$ cat config.mk
export PLATFORM = sky130hd
export DESIGN_NAME = cnt_sec_to_hms
export DESIGN_NICKNAME = d
export VERILOG_FILES = /design/src/rtl/cnt_hms_pkg.sv /design/src/rtl/cnt_bin2bcd.sv /design/src/rtl/cnt_sec_to_hms.sv
export SDC_FILE = /design/constraint.sdc
export NUM_CORES = 1
export LEC_CHECK = 0
export ABC_CLOCK_PERIOD_IN_PS = 2000
export CAP_MARGIN = 20
export CELL_PAD_IN_SITES_DETAIL_PLACEMENT = 1
export CELL_PAD_IN_SITES_GLOBAL_PLACEMENT = 2
export CORE_AREA = 4 4 134 85
export CTS_CLUSTER_DIAMETER = 60
export DETAILED_ROUTE_END_ITERATION = 8
export DIE_AREA = 0 0 138 89
export PLACE_DENSITY = 0.76
export SLEW_MARGIN = 20
export SYNTH_ARGS = -nofsm -noshare
export SYNTH_HDL_FRONTEND = slang
export SYNTH_SLANG_ARGS = --single-unit
$ cat constraint.sdc
create_clock -name cnt_clk -period 2 [get_ports cnt_clk]
set_input_delay 0.2 -clock cnt_clk [delete_from_list [all_inputs] [get_ports cnt_clk]]
set_output_delay 0.2 -clock cnt_clk [all_outputs]
set_load 0.02 [all_outputs]
$ cat src/rtl/cnt_hms_pkg.sv
// cnt_hms_pkg - shared FSM state type and time constants for the seconds-to-HMS converter.
// Rev 1.0
`default_nettype none

package cnt_hms_pkg;

  typedef enum logic [1:0] {
    IDLE  = 2'd0,
    HOURS = 2'd1,
    MINS  = 2'd2,
    DONE  = 2'd3
  } hms_state_t;

  localparam int SEC_PER_MIN = 60;
  localparam int SEC_PER_HR  = 3600;
  localparam int DAY_SECS    = 86400;

endpackage

`default_nettype wire

$ cat src/rtl/cnt_bin2bcd.sv
// cnt_bin2bcd - combinational 0..59 binary to two-digit BCD.
// Rev 1.0
`default_nettype none

module cnt_bin2bcd (
  input  logic [5:0] i_bin,
  output logic [7:0] o_bcd
);

  logic [2:0] w_tens;
  logic [3:0] w_tens_x10;
  logic [3:0] w_ones;

  always_comb begin
    w_tens = 3'd0;
    if      (i_bin >= 6'd50) w_tens = 3'd5;
    else if (i_bin >= 6'd40) w_tens = 3'd4;
    else if (i_bin >= 6'd30) w_tens = 3'd3;
    else if (i_bin >= 6'd20) w_tens = 3'd2;
    else if (i_bin >= 6'd10) w_tens = 3'd1;
  end

  // The ones digit is always < 10, so arithmetic modulo 16 on the low nibble is exact.
  assign w_tens_x10 = {w_tens[0], 3'b000} + {w_tens, 1'b0};
  assign w_ones     = i_bin[3:0] - w_tens_x10;
  assign o_bcd      = {1'b0, w_tens, w_ones};

endmodule

`default_nettype wire

$ cat src/rtl/cnt_sec_to_hms.sv
// cnt_sec_to_hms - seconds-of-day to hours/minutes/seconds by repeated subtraction, valid/ready both sides.
// Rev 1.0. Optional BCD readout port out_bcd enabled by defining CNT_HMS_BCD_EN.
`default_nettype none

module cnt_sec_to_hms
  import cnt_hms_pkg::*;
#(
  parameter int CNT_W     = 17,
  parameter int MAX_COUNT = DAY_SECS
) (
  input  logic             cnt_clk,
  input  logic             cnt_rst,
  input  logic             in_valid,
  input  logic [CNT_W-1:0] in_count,
  output logic             in_ready,
  output logic             out_valid,
  input  logic             out_ready,
  output logic [4:0]       out_hours,
  output logic [5:0]       out_mins,
  output logic [5:0]       out_secs,
  output logic             out_err
`ifdef CNT_HMS_BCD_EN
  ,
  output logic [23:0]      out_bcd
`endif
);

  localparam logic [CNT_W-1:0] c_max     = CNT_W'(MAX_COUNT);
  localparam logic [CNT_W-1:0] c_sec_hr  = CNT_W'(SEC_PER_HR);
  localparam logic [CNT_W-1:0] c_sec_min = CNT_W'(SEC_PER_MIN);

  hms_state_t       r_state;
  logic [CNT_W-1:0] r_rem;
  logic [4:0]       r_hrs;
  logic [5:0]       r_mins;

  assign in_ready = (r_state == IDLE) && !cnt_rst;

`ifdef CNT_HMS_BCD_EN
  logic [7:0]  w_bcd_hh;
  logic [7:0]  w_bcd_mm;
  logic [7:0]  w_bcd_ss;
  logic [23:0] w_bcd;

  cnt_bin2bcd u_bcd_hh (.i_bin({1'b0, r_hrs}), .o_bcd(w_bcd_hh));
  cnt_bin2bcd u_bcd_mm (.i_bin(r_mins),        .o_bcd(w_bcd_mm));
  cnt_bin2bcd u_bcd_ss (.i_bin(r_rem[5:0]),    .o_bcd(w_bcd_ss));

  assign w_bcd = {w_bcd_hh, w_bcd_mm, w_bcd_ss};
`endif

  always_ff @(posedge cnt_clk or posedge cnt_rst) begin
    if (cnt_rst) begin
      r_state   <= IDLE;
      r_rem     <= '0;
      r_hrs     <= '0;
      r_mins    <= '0;
      out_valid <= 1'b0;
      out_err   <= 1'b0;
      out_hours <= '0;
      out_mins  <= '0;
      out_secs  <= '0;
`ifdef CNT_HMS_BCD_EN
      out_bcd   <= '0;
`endif
    end else begin
      case (r_state)
        IDLE: begin
          if (in_valid) begin
            r_rem  <= in_count;
            r_hrs  <= '0;
            r_mins <= '0;
            if (in_count > c_max) begin
              r_state   <= DONE;
              out_err   <= 1'b1;
              out_hours <= '0;
              out_mins  <= '0;
              out_secs  <= '0;
`ifdef CNT_HMS_BCD_EN
              out_bcd   <= '0;
`endif
            end else begin
              r_state <= HOURS;
            end
          end
        end
        HOURS: begin
          if (r_rem >= c_sec_hr) begin
            r_rem <= r_rem - c_sec_hr;
            r_hrs <= r_hrs + 5'd1;
          end else begin
            r_state <= MINS;
          end
        end
        MINS: begin
          if (r_rem >= c_sec_min) begin
            r_rem  <= r_rem - c_sec_min;
            r_mins <= r_mins + 6'd1;
          end else begin
            // Remainder is now < 60, so the low six bits are the seconds field.
            r_state   <= DONE;
            out_err   <= 1'b0;
            out_hours <= r_hrs;
            out_mins  <= r_mins;
            out_secs  <= r_rem[5:0];
`ifdef CNT_HMS_BCD_EN
            out_bcd   <= w_bcd;
`endif
          end
        end
        DONE: begin
          if (!out_valid) begin
            out_valid <= 1'b1;
          end else if (out_ready) begin
            out_valid <= 1'b0;
            r_state   <= IDLE;
          end
        end
        default: r_state <= IDLE;
      endcase
    end
  end

endmodule

`default_nettype wire
==> results of run 1 <==
-- Yosys cell counts (3+ instances only) --
library cell and n:
dfrtp_1 49, nor2_1 34, nand2_1 29, a21oi_1 20, a22o_1 19, inv_1 18, o21ai_0 17, ha_1 13
clkbuf_1 10, o21ai_1 10, and3_1 9, buf_2 9, nand3_1 8, mux2i_1 7, mux2_2 5, nand4_1 5
nor3_1 5, nor4_1 5, xnor2_1 5, o221ai_1 4, o22a_1 4, xor2_1 4, a21o_1 3, a2bb2oi_1 3
a31oi_1 3, buf_6 3, nand2b_1 3, nor4_2 3
-- per-layer routing --
metal / track usage, % / routed length [um] / vias to the layer above
met2: 29.2 / 5040 / 61
met4: 3.41 / 53 / 0
met3: 3.21 / 400 / 6
li1: - / - / 1464
met1: 25.4 / 5490 / 1597
met5: 0 / 0 / -
-- repair_timing --
action	4_1_cts	5_1_grt
endpoints found under the setup margin	44	45
resized for setup	13	28
setup buffers	4	8
cloned	0	0
pin swaps	4	9
-- cells in the final DEF, fill, tap and decap left out, types with 6 or more instances in the layout --
master,Yosys,final
o21ai_1,10,10
nor2_1,34,33
dfrtp_1,49,47
and3_1,9,8
o21ai_0,17,16
buf_4,0,79
nand2_1,29,26
inv_1,18,14
clkdlybuf4s50_1,0,39
nand3_1,8,7
a21oi_1,20,18
mux2i_1,7,6
a22o_1,19,19
ha_1,13,7
-- final timing paths --
kind / startpoint / end / slack [ns] / cells past startpoint
worst max-delay path: r_rem[15] / r_rem[11] / -0.13 / 6
worst min-delay path: cnt_rst / r_rem[11] / 0.25 / 2
worst max register to register: r_rem[15] / r_rem[11] / -0.13 / 6
worst min register to register: r_hrs[4] / out_hours[4] / 0.50 / 1
max in group asynchronous: cnt_rst / out_mins[3] / 1.22 / 3
min in group cnt_clk: r_hrs[4] / out_hours[4] / 0.50 / 1
-- cell families (layout without fill, tap and decap cells) --
logic type | count (synthesis) | in the layout
AOI/OAI and AO/OA | 106 | 106
muxes | 12 | 12
DFF | 49 | 49
adders and majority gates | 13 | 13
and+or+nand+nor | 110 | 110
xor gates and xnor gates | 9 | 9
buffers and inverters | 41 | 155
-- critical path, cell delays in order (launching register included) --
cell and delay, ns:
dfrtp_1 0.41, or4_4 0.56, nor4_2 0.23, o221ai_1 0.16
a21o_1 0.23, buf_12 0.16, mux2_2 0.27
-- per-stage QoR --
step                      setup WS (ns)  std cells
after detailed placement         -0.300        573
after global routing             -0.161        593
after floorplan                 -0.0179        340
after global placement           -0.224        573
final                            -0.130        593
after CTS                        -0.139        585
-- cell type report --
type                            instances  area [um2]  area share [%]
Multi-Input combinational cell        250        1800            39.6
Sequential cell                        49        1230            27.0
Timing Repair Buffer                  128        1130            24.8
Tap cell                              139         174            3.82
Clock buffer                            5         125            2.75
Inverter                               19        73.8            1.62
Clock inverter                          3        21.3           0.467
-- registers in the layout, indices dropped and copies added, names as in the netlist --
register and flops:
r_rem 17, out_mins 6, out_secs 6, r_mins 6, out_hours 5, r_hrs 5, r_state 2, out_err 1
out_valid 1
-- report_power, final --
part | internal, mW | switching [mW] | leakage, nW
Clock | 0.467 | 0.417 | 0.0702
Combinational | 2.37 | 2.58 | 1.31
Sequential | 1.28 | 0.335 | 0.637
Total | 4.12 | 3.33 | 2.02
==> results.json, run 1 <==
{
  "status": "finished with violations",
  "violations": "negative setup slack",
  "ys_top_cells_by_area": "dfrtp_1 (40%), a22o_1 (5.4%), ha_1 (5.3%)",
  "setup_tns_ns": -1.16,
  "grt_pass1_vias": 3229,
  "drv_slew": 0,
  "syn_area_per_cell_um2": 9.02,
  "worst_hold_path_type": "primary input to asynchronous set/reset pin",
  "wire_per_inst_um": 18.5,
  "cts_root_buf": "clkbuf_16",
  "ir_drop_uv": 616,
  "fill_cells": 1194,
  "drt-total-wl_um": 11000,
  "netlist_area_mm2": 0.00307,
  "core_area_mm2": 0.0102,
  "synth-compound-area-share_pct": 24.2,
  "final_area_mm2": 0.00455,
  "synth_top_family_by_area": "compound AO/OA/AOI/OAI gates",
  "place_congestion": 0.884,
  "synth-simple-area-share_pct": 17.7,
  "p_per_area_mw_per_mm2": 1640,
  "fin_skew_ns": 0.00655,
  "postRouteAntennaNets": 0,
  "yosysSeqAreaShare_pct": 40.0,
  "grt_max_degree": 25,
  "relSlewSlack_pct": 71.0,
  "die_area_mm2": 0.0123,
  "nNetsFinal": 487,
  "crit_arrival_ns": 2.32,
  "tightest_slew_ns": 0.435,
  "synth_xor_area_share_pct": 2.57,
  "async_flop_share_pct": 100,
  "synth-seq-cells": 49,
  "fin_crit_sh_pct": 107,
  "layout_setup_ws_ns": -0.130,
  "grt_util_all_layers_pct": 17.9,
  "vias": 3128,
  "antenna_cells": 0,
  "io_pins": 41,
  "fin_crit_ns": 2.13,
  "cts_hold_buf": 0,
  "io_buffers": 40,
  "drc": 0,
  "critPathKind": "flop to flop",
  "synth-edff-count": 0,
  "grt_antenna_before_repair": 0,
  "finalSetupViolCount": 30,
  "die_w_um": 138,
  "crit_path_end_kind": "flop",
  "gr-total-overflow": 0,
  "clk_latency_ns": 0.30,
  "vias_per_cell": 5.27,
  "cts_max_level": 2,
  "clock_sinks": 49,
  "drt_iter0_markers": 188,
  "p_total_mw": 7.45,
  "synth_cell_types": 54,
  "drive_gt1_share_pct": 31.7,
  "cp-start-kind": "flop",
  "clk_path_buf_depth": 2,
  "dr.pass1.iters": 4,
  "netlist_instances": 340,
  "crit_fanout": 24,
  "synth.largest_area_cell": "dfrtp_1",
  "yosys_most_used_dff": "dfrtp_1",
  "dpl_cell_area_mm2": 0.00415,
  "crit_required_ns": 2.19,
  "hpwl_um": 8220,
  "num_rows": 29,
  "worst_hold_slack_ns": 0.250,
  "synth_fp_nets": 374,
  "synth_top_cell_area_share_pct": 40.0,
  "cap_violations": 0,
  "start_util_pct": 30.0,
  "leakage_nw": 2.02,
  "yosysWarnings": 0,
  "synth_fa_ha_area_share_pct": 5.30,
  "grt_pass1_wl_um": 17500,
  "fin_util_pct": 44.5,
  "fmax_mhz": 469,
  "rsz0062_at_grt": "yes",
  "die_h_um": 89,
  "path_clk_slew_ns": 0.07,
  "cts_buffers": 5,
  "synth.area.mux_share_pct": 4.12,
  "tritoncts": "yes",
  "layout-area-overhead-vs-synth_pct": 48.4,
  "finalHoldViolCount": 0
}
No activity file was read; power rests on OpenSTA's default activity.
==> inputs of run 2 (changes only) <==
--- a/config.mk
+++ b/config.mk
@@ -11,8 +11,10 @@
 export CELL_PAD_IN_SITES_GLOBAL_PLACEMENT = 2
 export CORE_AREA = 4 4 134 85
 export CTS_CLUSTER_DIAMETER = 60
+export CTS_CLUSTER_SIZE = 30
 export DETAILED_ROUTE_END_ITERATION = 8
 export DIE_AREA = 0 0 138 89
+export MAX_ROUTING_LAYER = met4
 export PLACE_DENSITY = 0.76
 export SLEW_MARGIN = 20
 export SYNTH_ARGS = -nofsm -noshare
==> run 2 against run 1 <==
  * The run still ends with negative setup slack left
  * Count of clock-buffer cells in the layout is the same
  * Global-route usage grew 0.57 points
  * Cell count is the same
  * Fmax hardly changed
  * Clock power hardly changed
  * Utilization did not move
  * Worst setup slack gained 0.0012 ns
  * Sequential share of layout area unchanged
  * Sequential cell count stayed put
  * Largest power group unchanged
  * Clock skew about the same
  * Sequential power barely moved
==> results.json, run 2 (synthesis gave the netlist of run 1 again) <==
{
  "cp-start-kind": "flop",
  "fin_skew_ns": 0.00629,
  "cts_hold_buf": 0,
  "p_sw_share_pct": 44.6,
  "leakage_nw": 2.02,
  "grt_antenna_before_repair": 0,
  "io_buffers": 40,
  "clk_path_buf_depth": 2,
  "fin_crit_sh_pct": 106,
  "preCtsSetupSlack_ns": -0.300,
  "drc": 0,
  "clkPwrFrac_pct": 11.9,
  "drive_gt1_share_pct": 31.7,
  "layout_setup_ws_ns": -0.129,
  "finalSetupViolCount": 30,
  "start_util_pct": 30.0,
  "final_area_mm2": 0.00455,
  "status": "finished with violations",
  "gr-total-overflow": 0,
  "fin_util_pct": 44.5,
  "die_area_mm2": 0.0123,
  "cpMaxStageDelayCell": "or4_4",
  "place_congestion": 0.899,
  "crit_required_ns": 2.19,
  "finalHoldViolCount": 0,
  "violations": "negative setup slack",
  "grt_max_degree": 25,
  "antenna_cells": 0,
  "tritoncts": "yes",
  "layout_commonest_cell": "buf_4",
  "die_w_um": 138,
  "clock_sinks": 49,
  "wire_per_inst_um": 18.6,
  "worst_hold_slack_ns": 0.246,
  "ir_drop_uv": 614,
  "path_cells": "or4_4, nor4_2, o221ai_1, a21o_1, buf_12, mux2_2",
  "fmax_mhz": 470,
  "largest_register_ffs": 17,
  "cts_max_level": 2,
  "p_int_mw": 4.12,
  "core_area_mm2": 0.0102,
  "crit_fanout": 24,
  "relSlewSlack_pct": 71.3,
  "clk_latency_ns": 0.30,
  "num_rows": 29,
  "hpwl_um": 8220,
  "cts_root_buf": "clkbuf_16",
  "postRouteAntennaNets": 0,
  "drt-total-wl_um": 11000,
  "cap_violations": 0,
  "fin_crit_ns": 2.13,
  "drt_iter0_markers": 192,
  "layout_common_cells": "buf_4 (79), dfrtp_1 (47), clkdlybuf4s50_1 (39)",
  "power_frac_comb_pct": 66.4,
  "critical_path.max_stage_delay_ns": 0.56,
  "nNetsFinal": 487,
  "p_per_area_mw_per_mm2": 1640,
  "dpl_cell_area_mm2": 0.00415,
  "drv_slew": 0,
  "rsz0062_at_grt": "yes",
  "seq_power_share_pct": 21.7,
  "fill_cells": 1194,
  "cts_buffers": 5,
  "crit_arrival_ns": 2.32,
  "critPathKind": "flop to flop",
  "io_pins": 41,
  "grt_util_all_layers_pct": 18.5,
  "grt_pass1_vias": 3233,
  "r2r_slack_ns": -0.13,
  "tightest_slew_ns": 0.430,
  "worst_hold_path_type": "primary input to asynchronous set/reset pin",
  "path_clk_slew_ns": 0.07,
  "top_register": "r_rem",
  "setup_tns_ns": -1.17,
  "p_switching_mw": 3.33,
  "layout-area-overhead-vs-synth_pct": 48.4,
  "r2r_start": "r_rem[15]",
  "dr.pass1.iters": 4,
  "r2r-end": "r_rem[14]",
  "crit_path_end_kind": "flop",
  "grt_pass1_wl_um": 17500,
  "vias": 3137,
  "vias_per_cell": 5.29,
  "ff2ff_path_depth": 6,
  "die_h_um": 89
}
==> run 2: cell counts in the layout (fill, tap and decap cells not counted) <==
Identical to the previous run, type by type.
==> run 2: critical path, delay by kind of cell (launching register included) <==
kind | cells | cell delay, ns
buf+inv | 1 | 0.16
flops | 1 | 0.41
compound gates | 2 | 0.39
mux | 1 | 0.27
simple gates | 2 | 0.79
==> run 2: how the worst max path moves through the flow <==
stage / from / end / cells past startpoint
after detailed placement: in_count[12] / out_secs[5] / 7
after global routing: r_rem[16] / r_rem[14] / 7
after global placement: in_count[4] / out_secs[3] / 8
after CTS: r_rem[16] / r_rem[11] / 6
final: r_rem[15] / r_rem[14] / 6
after floorplan: r_rem[13] / r_rem[12] / 7
==> run 2: cell type report <==
type,count,area [um2],share of cell area [%]
tap,139,174,3.82
sequential,49,1230,27.0
multi-input combinational,250,1800,39.6
clock buffer,5,125,2.75
clock inverter,3,21.3,0.467
timing repair buffer,128,1130,24.8
inverter,19,73.8,1.62
==> run 2: metal layers <==
| layer | GRT usage, % | vias up | wire (um) | part of all wire, % |
|---|---|---|---|---|
| met5 | - | - | 0 | 0 |
| met3 | 3.21 | 8 | 357 | 3.2 |
| met1 | 25.4 | 1610 | 5560 | 50 |
| met2 | 29.1 | 56 | 5030 | 46 |
| met4 | 3.41 | 0 | 68 | 0.62 |
| li1 | - | 1463 | - | - |
==> run 2: repair_timing <==
action                                  in CTS  in global routing
resized for setup                           13                 28
endpoints found under the setup margin      44                 45
setup buffers                                4                  8
pin swaps                                    4                  9
==> run 2: power groups by stage <==
stage | Clock, mW | Sequential [mW] | Combinational [mW]
2_1_floorplan | 0 | 1.53 | 2.61
3_3_place_gp | 0 | 1.57 | 4.29
3_5_place_dp | 0 | 1.59 | 4.41
4_1_cts | 0.904 | 1.57 | 4.55
5_1_grt | 0.946 | 1.66 | 5.41
6_report | 0.887 | 1.62 | 4.94
==> run 2: per-stage QoR <==
stage	std cells	power (mW)
after detailed placement	573	6.00
after global routing	593	8.02
after CTS	585	7.03
final	593	7.45
after floorplan	340	4.14
after global placement	573	5.85
